==> src/rtl/vae_pkg.sv <==
// vae_pkg: FSM states, LFSR taps/seed and eps constants shared by the latent sampler
package vae_pkg;
  typedef enum logic [1:0] {IDLE, DRAW, CALC, HOLD} state_t;
  localparam logic [15:0] LFSR_TAPS = 16'hB400;
  localparam logic [15:0] DEFAULT_SEED = 16'hACE1;
  localparam int EPS_MUL = 7;
  localparam int EPS_OFFSET = 510;
  localparam int DRAW_CYCLES = 4;
  function automatic logic [15:0] lfsr_next(input logic [15:0] l);
    return {l[14:0], ^(l & LFSR_TAPS)};
  endfunction
endpackage

==> src/rtl/sigma_lut.sv <==
// sigma_lut: combinational ROM, sigma = round(exp(k/2) * 2^FRAC) saturated to 2^(WIDTH-1)-1
//   k     in  4-bit signed integer part of logvar, already clamped to -8..7
//   sigma out WIDTH-bit non-negative Q.FRAC standard deviation
module sigma_lut
  import vae_pkg::*;
#(
  parameter int WIDTH = 10,
  parameter int FRAC = 5
)(
  input  logic signed [3:0]  k,
  output logic [WIDTH-1:0]   sigma
);
  // sqrt(e) and 1/sqrt(e) in Q24; exp(k/2) is built by repeated multiplication at elaboration
  localparam longint SQRT_E = 64'd27660953;
  localparam longint RSQRT_E = 64'd10175896;
  localparam longint ONE = 64'd1 << 24;
  localparam longint SMAX = (64'd1 << (WIDTH - 1)) - 1;
  function automatic logic [WIDTH-1:0] entry(input int kk);
    longint v;
    v = ONE;
    for (int j = 0; j < (kk < 0 ? -kk : kk); j++)
      v = (v * (kk < 0 ? RSQRT_E : SQRT_E) + ONE / 2) >>> 24;
    v = ((v << FRAC) + ONE / 2) >>> 24;
    return WIDTH'(v > SMAX ? SMAX : v);
  endfunction
  logic [WIDTH-1:0] rom [16];
  for (genvar g = 0; g < 16; g++) begin : g_rom
    assign rom[g] = entry(g < 8 ? g : g - 16);
  end
  assign sigma = rom[$unsigned(k)];
endmodule

==> src/rtl/latent_sampler.sv <==
// latent_sampler: VAE reparameterisation z = mu + exp(logvar/2) * eps, held for the decoder
//   clk, rst (async, active-high); start / sample_en / mu / logvar captured in IDLE
//   dec_finish releases HOLD; z is the latent vector, dec_enable high in HOLD, busy in DRAW/CALC
module latent_sampler
  import vae_pkg::*;
#(
  parameter int LATENT_NUM = 2,
  parameter int WIDTH = 10,
  parameter int FRAC = 5,
  parameter logic [15:0] SEED = 16'hACE1
)(
  input  logic                              clk,
  input  logic                              rst,
  input  logic                              start,
  input  logic                              sample_en,
  input  logic [LATENT_NUM-1:0][WIDTH-1:0]  mu,
  input  logic [LATENT_NUM-1:0][WIDTH-1:0]  logvar,
  input  logic                              dec_finish,
  output logic [LATENT_NUM-1:0][WIDTH-1:0]  z,
  output logic                              dec_enable,
  output logic                              busy
);
  localparam int IW = LATENT_NUM > 1 ? $clog2(LATENT_NUM) : 1;
  localparam int PW = 2 * WIDTH;
  localparam logic [15:0] SEED_Q = SEED == 16'd0 ? DEFAULT_SEED : SEED;
  localparam logic [IW-1:0] LAST = IW'(LATENT_NUM - 1);
  localparam logic signed [PW:0] ZMAX = (PW + 1)'((1 << (WIDTH - 1)) - 1);
  localparam logic signed [PW:0] ZMIN = (PW + 1)'(-(1 << (WIDTH - 1)));
  localparam logic signed [WIDTH-1:0] KMAX = WIDTH'(7);
  localparam logic signed [WIDTH-1:0] KMIN = WIDTH'(-8);
  state_t r_state, w_next;
  logic [IW-1:0] r_idx;
  logic [1:0] r_draw_cnt;
  logic [9:0] r_acc;
  logic [15:0] r_lfsr;
  logic [LATENT_NUM-1:0][WIDTH-1:0] r_mu, r_lv, r_z;
  logic r_se;
  logic signed [WIDTH-1:0] w_mu, w_lv_int;
  logic signed [3:0] w_k;
  logic [WIDTH-1:0] w_sigma, w_z;
  logic signed [13:0] w_e;
  logic signed [PW-1:0] w_eps, w_p;
  logic signed [PW:0] w_t;
  sigma_lut #(.WIDTH(WIDTH), .FRAC(FRAC)) u_sigma (.k(w_k), .sigma(w_sigma));
  assign w_mu = $signed(r_mu[r_idx]);
  assign w_lv_int = $signed(r_lv[r_idx]) >>> FRAC;
  assign w_k = w_lv_int > KMAX ? 4'b0111 : w_lv_int < KMIN ? 4'b1000 : w_lv_int[3:0];
  // sum of four bytes is centred at 510; scale by 7 and drop bits so the result is Q.FRAC
  assign w_e = (($signed({4'd0, r_acc}) - 14'(EPS_OFFSET)) * 14'(EPS_MUL)) >>> (10 - FRAC);
  assign w_eps = r_se ? PW'(w_e) : '0;
  assign w_p = PW'($signed({1'b0, w_sigma})) * w_eps;
  assign w_t = (PW + 1)'(w_mu) + (PW + 1)'(w_p >>> FRAC);
  assign w_z = w_t > ZMAX ? ZMAX[WIDTH-1:0] : w_t < ZMIN ? ZMIN[WIDTH-1:0] : w_t[WIDTH-1:0];
  assign z = r_z;
  assign dec_enable = r_state == HOLD;
  assign busy = r_state == DRAW || r_state == CALC;
  always_comb begin
    w_next = r_state;
    case (r_state)
      IDLE: w_next = start ? DRAW : IDLE;
      DRAW: w_next = r_draw_cnt == 2'(DRAW_CYCLES - 1) ? CALC : DRAW;
      CALC: w_next = r_idx == LAST ? HOLD : DRAW;
      HOLD: w_next = dec_finish ? IDLE : HOLD;
      default: w_next = IDLE;
    endcase
  end
  always_ff @(posedge clk or posedge rst)
    if (rst) begin
      r_state <= IDLE;
      r_idx <= '0;
      r_draw_cnt <= '0;
      r_acc <= '0;
      r_lfsr <= SEED_Q;
      r_mu <= '0;
      r_lv <= '0;
      r_se <= 1'b0;
      r_z <= '0;
    end else begin
      r_state <= w_next;
      case (r_state)
        IDLE: if (start) begin
          r_mu <= mu;
          r_lv <= logvar;
          r_se <= sample_en;
          r_idx <= '0;
          r_acc <= '0;
        end
        DRAW: begin
          r_acc <= r_acc + {2'b0, r_lfsr[7:0]};
          r_lfsr <= lfsr_next(r_lfsr);
          r_draw_cnt <= r_draw_cnt + 2'd1;
        end
        CALC: begin
          r_z[r_idx] <= w_z;
          if (r_idx != LAST) begin
            r_idx <= r_idx + IW'(1);
            r_acc <= '0;
          end
        end
        default: ;
      endcase
    end
endmodule

==> config.mk <==
export PLATFORM = sky130hd
export DESIGN_NAME = latent_sampler
export DESIGN_NICKNAME = d
export VERILOG_FILES = /design/src/rtl/vae_pkg.sv /design/src/rtl/sigma_lut.sv /design/src/rtl/latent_sampler.sv
export SDC_FILE = /design/constraint.sdc
export NUM_CORES = 1
export LEC_CHECK = 0
export CORE_MARGIN = 5
export CORE_UTILIZATION = 65
export CTS_CLUSTER_DIAMETER = 40
export DETAILED_ROUTE_END_ITERATION = 7
export HOLD_SLACK_MARGIN = 0.03
export PLACE_DENSITY_LB_ADDON = 0.05
export SLEW_MARGIN = 20
export SYNTH_ARGS = -nofsm -noshare
export SYNTH_HDL_FRONTEND = slang
export SYNTH_SLANG_ARGS = --single-unit
==> constraint.sdc <==
create_clock -name clk -period 23.7 [get_ports clk]
set_input_delay 2.37 -clock clk [delete_from_list [all_inputs] [get_ports clk]]
set_output_delay 2.37 -clock clk [all_outputs]
set_load 0.02 [all_outputs]
==> summary.md, run 1 <==
| Metric | Value |
|---|---|
| Status | completed |
| Slew Viols, Final | 0 |
| Fin. Hold Viols | 0 |
| Initial antenna violation count | 0 |
| Slew headroom | 0.3087 |
| Worst Max-Slew Pin Slew | 1.035 ns |
| Grt ovf | 0 |
| Worst Skew | approximately 0.0092 ns |
| Via count | approximately 7000 |
| TritonCTS buffer count | 9 |
| Worst Path Arrival | 11.48 ns |
| CTS tree | built |
| Detail Placement HPWL | 15480 um |
| Synth warn | 0 |
| Crit-path max FO | 9 |
| Hold/Removal Path Class | flip-flop to flip-flop |
| Synth unique cells | 68 |
| Clock Pin Slew Worst Setup and Hold Paths | approximately 0.07 ns |
| Total wire length | 19020 um |
| Critical path startpoint category | flip-flop |
| Clock root cell | clkbuf_16 |
| Register area share after synthesis | 0.2187 |
| Vias in the first global route | just over 7000 |
| Synth Flop Type | dfrtp_1 |
| Post-Syn Area | 9428 um^2 |
| Final ANT Viol Nets | 0 |
| Clk Latency, worst-skew pair | 0.34 ns |
| Max incr delay on CP | 0.75 ns |
| IO Count | 67 |
| Largest net degree at the start of global routing | a little over 80 |
| Mean Syn Cell Area | 9.307 um^2 |
| Synthesis-to-finish area growth | 10.84% |
| Post-cts resize count | 0 |
| First-pass detailed-route iteration total | 5 |
| Top Metal Used | met4 |
| Setup bufs post-CTS | 0 |
| Routed WL per cell | 15.22 um |
| Core area | roughly 14000 um^2 |
| Flops & latches, synth | 82 |
| FFs w/ async S/R, synth | 1.000 |
| Post-synth EDFFs | 0 |
| Drt initial violations | 344 |
| Fin crit period | roughly 11 ns |
| Setup TNS | 0 ns |
| Cell row count | 44 |
| Global-route wire length before repair | 33000 um |
| Metal2 WL | 8722 um |
| Critical-path top delay cell | a2111oi_0 |
| Port Buffers | 56 |
| Drt drc | 0 |
| Critical path class | flip-flop to flip-flop |
| Vias per cell | 5.574 |
| CTS Sinks | 82 |
| CTS max path bufs | 2 |
| RePlAce Congestion | 0.9106 |
| Initial Utilization | 0.6561 |
| Horiz. Die Dim | about 130 um |
| CP endpoint kind | flip-flop |
| Layout Nets | 1295 |
| Peak Freq | 0.08868 GHz |
| Max_cap viols | 0 |
| Synthesized instance count | 1013 |
| Layout cells sized above 1 | 0.09568 |
| H-tree depth | 3 |
| Tot GR Track Use | 0.2392 |
| WL met3 | 846 um |
| Critical Path RT | 23.90 ns |
| Final Cycle Share | 0.4758 |
| Critical Path Most Common Cell | inv_1 |
| Die H | between 100 and 150 um |
| Final setup fails | 0 |
| Cts hold-fix bufs | 0 |
| RSZ-0062 raised after global routing | false |
| N_diodes | 0 |
| Syn Nets | 1247 |
| Die ar. | 17010 um^2 |
| WL met1 | 9264 um |
[state kept, by name, indices dropped and copies added, names as in the netlist]
register and cells:
r_mu 20, z 20, r_lfsr 16, r_acc 10
r_lv 10, r_draw_cnt 2, r_state 2, r_idx 1
r_se 1
[through the flow]
step | setup slack, ns | instance area (um^2) | cells | hold slack (ns) | util
floorplan | 13.82 | 9428 | 1013 | 0.4449 | -
global placement | 12.73 | 10140 | 1233 | 0.4626 | 0.7057
detailed placement | 12.59 | 10140 | 1233 | 0.4631 | 0.7057
CTS | 12.52 | 10430 | 1249 | 0.4741 | 0.7259
global route | 11.60 | 10450 | 1250 | 0.4952 | 0.7273
finish | 12.42 | 10450 | 1250 | 0.4725 | 0.7273
[cells by family (layout without fill, tap and decap cells)]
group | count (synthesis) | in the layout | share of synthesized area
AND/OR/NAND/NOR | 259 | 259 | 0.1295
buffers and inverters | 200 | 253 | 0.08135
adder cells (fa/ha/maj) | 190 | 190 | 0.3188
AO/OA/AOI/OAI | 155 | 155 | 0.1152
flip-flops | 82 | 82 | 0.2187
multiplexers | 68 | 68 | 0.08162
XOR/XNOR | 59 | 59 | 0.05481
[layout make-up]
cell class / instances / area, um^2
clock buffers: 9 / 225.2
well taps: 184 / 230.2
flip-flops and latches: 82 / 2062
inverters: 177 / 665.6
repair buffers: 60 / 603.1
multi-input cells: 731 / 6599
clock inverters: 7 / 65.06
fillers: 1134 / 3919
[worst max-delay path, delay by kind of cell (launching register included)]
kind            cells  cell delay, ns
xor+xnor            3            0.51
buf+inv             6            0.42
fa+ha+maj          10            4.39
flops               1            0.56
simple gates       10            2.03
compound gates     12            3.24
[synth_stat cells (11+ instances only)]
master	n	area share
nand2b_1	11	0.0073
o21ai_0	22	0.012
inv_1	177	0.070
a21oi_1	55	0.029
a21o_1	11	0.0088
xor2_1	24	0.022
and3_1	12	0.0080
fa_1	84	0.18
clkbuf_1	15	0.0060
nor2b_1	17	0.011
nand2_1	69	0.027
ha_1	105	0.14
mux2_2	57	0.068
nor2_1	84	0.033
nand3_1	17	0.0090
dfrtp_1	74	0.20
xnor2_1	35	0.033
[layer usage]
layer | vias up | track usage
met5 | - | 0
met4 | 0 | 0.04477
met3 | 18 | 0.03821
met1 | 3372 | 0.3502
li1 | 3436 | -
met2 | 142 | 0.3838
[final timing paths]
kind	start	end	slack, ns	cells past startpoint
min	r_draw_cnt[0]$_DFFE_PP0P_	r_draw_cnt[0]$_DFFE_PP0P_	0.47	1
min in group asynchronous	rst	r_mu[10]$_DFFE_PP0P_	2.49	3
min reg2reg	r_draw_cnt[0]$_DFFE_PP0P_	r_draw_cnt[0]$_DFFE_PP0P_	0.47	1
max reg2reg	r_acc[1]$_DFFE_PP0P_	z[5]$_DFFE_PP0P_	12.42	41
max	r_acc[1]$_DFFE_PP0P_	z[5]$_DFFE_PP0P_	12.42	41
max in group asynchronous	rst	z[19]$_DFFE_PP0P_	20.62	4
[cells in the final DEF (no fill, tap or decap), types with 10 or more instances in the layout]
cell	count
a21oi_1	55
fa_1	84
nand3_1	17
nand2_1	69
clkdlybuf4s50_1	56
xnor2_1	35
nand4_1	10
o21ai_0	22
inv_1	176
nand2b_1	11
ha_1	105
nor2b_1	17
nor2_1	84
a21o_1	11
nor3_1	10
and3_1	12
xor2_1	24
dfrtp_1	74
mux2_2	57
Power of run 1 is left out: the tool's default activity adds up to more than one toggle a clock period on the data nets, which glitch-free logic cannot reach.
==> run 2: changes to the inputs <==
--- a/config.mk
+++ b/config.mk
@@ -6,7 +6,7 @@
 export NUM_CORES = 1
 export LEC_CHECK = 0
 export CORE_MARGIN = 5
-export CORE_UTILIZATION = 65
+export CORE_UTILIZATION = 55
 export CTS_CLUSTER_DIAMETER = 40
 export DETAILED_ROUTE_END_ITERATION = 7
 export HOLD_SLACK_MARGIN = 0.03
==> constraint.sdc (replaced) <==
create_clock -name clk -period 10.3 [get_ports clk]
set_input_delay 1.03 -clock clk [delete_from_list [all_inputs] [get_ports clk]]
set_output_delay 1.03 -clock clk [all_outputs]
set_load 0.02 [all_outputs]
==> run 2 against run 1 <==
  * Design area is 8.9% higher
  * Routed wire length is 7.3% higher
  * Register-to-register slack lost 12 ns
  * Sequential share of layout area fell by 1.6 points
  * Flip-flop and latch count unchanged
==> summary.md, run 2 (synthesized netlist as in run 1, its figures left out) <==
| Metric | Value |
|---|---|
| Layout Nets | 1359 (was 1295) |
| Max_cap viols | 0 (unchanged) |
| Die H | 140.9 um (was 130.4 um) |
| Status | completed (unchanged) |
| Peak Freq | 0.1026 GHz (was 0.08868 GHz) |
| Final Hold Slack | 0.4845 ns (was 0.4725 ns) |
| IO Count | 67 (unchanged) |
| CTS tree | built (unchanged) |
| Global-route wire length before repair | 35470 um (was 33000 um) |
| First-pass detailed-route iteration total | 5 (unchanged) |
| Routed WL per cell | 15.11 um (was 15.22 um) |
| Die ar. | 19860 um^2 (was 17010 um^2) |
| Critical Path RT | 10.52 ns (was 23.90 ns) |
| Critical Path Most Common Cell | fa_1 (was inv_1) |
| Final Cycle Share | 0.9461 (was 0.4758) |
| Worst path bufs/invs | 8 (was 6) |
| CTS Sinks | 82 (unchanged) |
| Detail Placement HPWL | 16380 um (was 15480 um) |
| N_diodes | 0 (unchanged) |
| FF+latch area | 2067 um^2 (was 2062 um^2) |
| Slew headroom | 0.3694 (was 0.3087) |
| Final core occ | 0.6815 (was 0.7273) |
| Multi-input combinational cell area | 6974 um^2 (was 6599 um^2) |
| Vias per cell | 5.304 (was 5.574) |
| Synthesis-to-finish area growth | 20.72% (was 10.84%) |
| Tot GR Track Use | 0.2150 (was 0.2392) |
| Initial Utilization | 0.5645 (was 0.6561) |
| Drt drc | 0 (unchanged) |
| Critical path class | flip-flop to flip-flop (unchanged) |
| Drt initial violations | 312 (was 344) |
| Clk Latency, worst-skew pair | 0.33 ns (was 0.34 ns) |
| Critical path startpoint category | flip-flop (unchanged) |
| Layout cells sized above 1 | 0.2080 (was 0.09568) |
| Worst Skew | 0.006505 ns (was 0.009153 ns) |
| Clock Pin Slew Worst Setup and Hold Paths | 0.06 ns (was 0.07 ns) |
| H-tree depth | 3 (unchanged) |
| RePlAce Congestion | 0.9094 (was 0.9106) |
| Clock root cell | clkbuf_16 (unchanged) |
| Via count | 7161 (was 6968) |
| Critical-path top delay cell | fa_1 (was a2111oi_0) |
| Worst Max-Slew Pin Slew | 0.9361 ns (was 1.035 ns) |
| Vias in the first global route | 7499 (was 7075) |
| Core area | 16700 um^2 (was 14370 um^2) |
| Fin. Hold Viols | 0 (unchanged) |
| Most frequent cells in the layout | inv_1, ha_1, fa_1 (was inv_1, ha_1, nor2_1, fa_1, dfrtp_1) |
| Crit-path leading delay family | adder cells (unchanged) |
| Total wire length | 20400 um (was 19020 um) |
| Max incr delay on CP | 0.56 ns (was 0.75 ns) |
| Cts hold-fix bufs | 0 (unchanged) |
| Fillcell total | 1387 (was 1134) |
| Initial antenna violation count | 0 (unchanged) |
| CTS max path bufs | 2 (unchanged) |
| R2R setup slack | 0.56 ns (was 12.42 ns) |
| TritonCTS buffer count | 9 (unchanged) |
| Port Buffers | 56 (unchanged) |
| Crit-path max FO | 5 (was 9) |
| Final setup fails | 0 (unchanged) |
| Horiz. Die Dim | 140.9 um (was 130.4 um) |
| CP endpoint kind | flip-flop (unchanged) |
| Grt ovf | 0 (unchanged) |
| Most common cell after layout, fill and taps aside | inv_1 (unchanged) |
| Slew Viols, Final | 0 (unchanged) |
| Fin crit period | 9.744 ns (was 11.28 ns) |
| Final ANT Viol Nets | 0 (unchanged) |
| Hold/Removal Path Class | flip-flop to flip-flop (unchanged) |
| Largest net degree at the start of global routing | 83 (unchanged) |
| Cell row count | 47 (was 44) |
| Worst Path Arrival | 9.97 ns (was 11.48 ns) |
[run 2: routing by layer]
| layer | vias to the layer above | track usage | part of all wire |
|---|---|---|---|
| li1 | 3568 | - | - |
| met4 | 0 | 0.03468 | 0.0096 |
| met1 | 3471 | 0.3127 | 0.50 |
| met5 | - | 0 | 0 |
| met2 | 108 | 0.3478 | 0.46 |
| met3 | 14 | 0.03386 | 0.033 |
[run 2: area by class of cell]
| class | count | share of cell area |
|---|---|---|
| Clock buffer | 10 | 0.02100 |
| Sequential cell | 82 | 0.1816 |
| Clock inverter | 6 | 0.006376 |
| Tap cell | 220 | 0.02419 |
| Timing Repair Buffer | 124 | 0.09554 |
| Inverter | 177 | 0.05849 |
| Multi-Input combinational cell | 731 | 0.6128 |
[run 2: timing repair]
action,in CTS,in global routing
gates resized for setup,5,85
setup buffers,0,12
gates cloned,0,1
setup endpoints to repair,18,18
pin swaps,0,48
[run 2: stage by stage]
stage	setup WS [ns]	cell area, um^2	std cells	setup TNS (ns)
finish	0.5556	11380	1350	0
global placement	-0.05447	10580	1321	-0.2282
floorplan	0.4231	9428	1013	0
CTS	0.006454	10900	1337	0
detailed placement	-0.1855	10580	1321	-2.250
global route	-0.08503	11380	1350	-0.9242
[run 2: final timing paths]
kind / cells past startpoint / endpoint / startpoint
max: 43 / z[1]$_DFFE_PP0P_ / r_acc[2]$_DFFE_PP0P_
min: 1 / r_draw_cnt[0]$_DFFE_PP0P_ / r_draw_cnt[0]$_DFFE_PP0P_
max reg2reg: 43 / z[1]$_DFFE_PP0P_ / r_acc[2]$_DFFE_PP0P_
min reg2reg: 1 / r_draw_cnt[0]$_DFFE_PP0P_ / r_draw_cnt[0]$_DFFE_PP0P_
max in group asynchronous: 3 / r_acc[2]$_DFFE_PP0P_ / rst
min in group asynchronous: 3 / r_lv[8]$_DFFE_PP0P_ / rst
Power of run 2 is left out for the same reason.
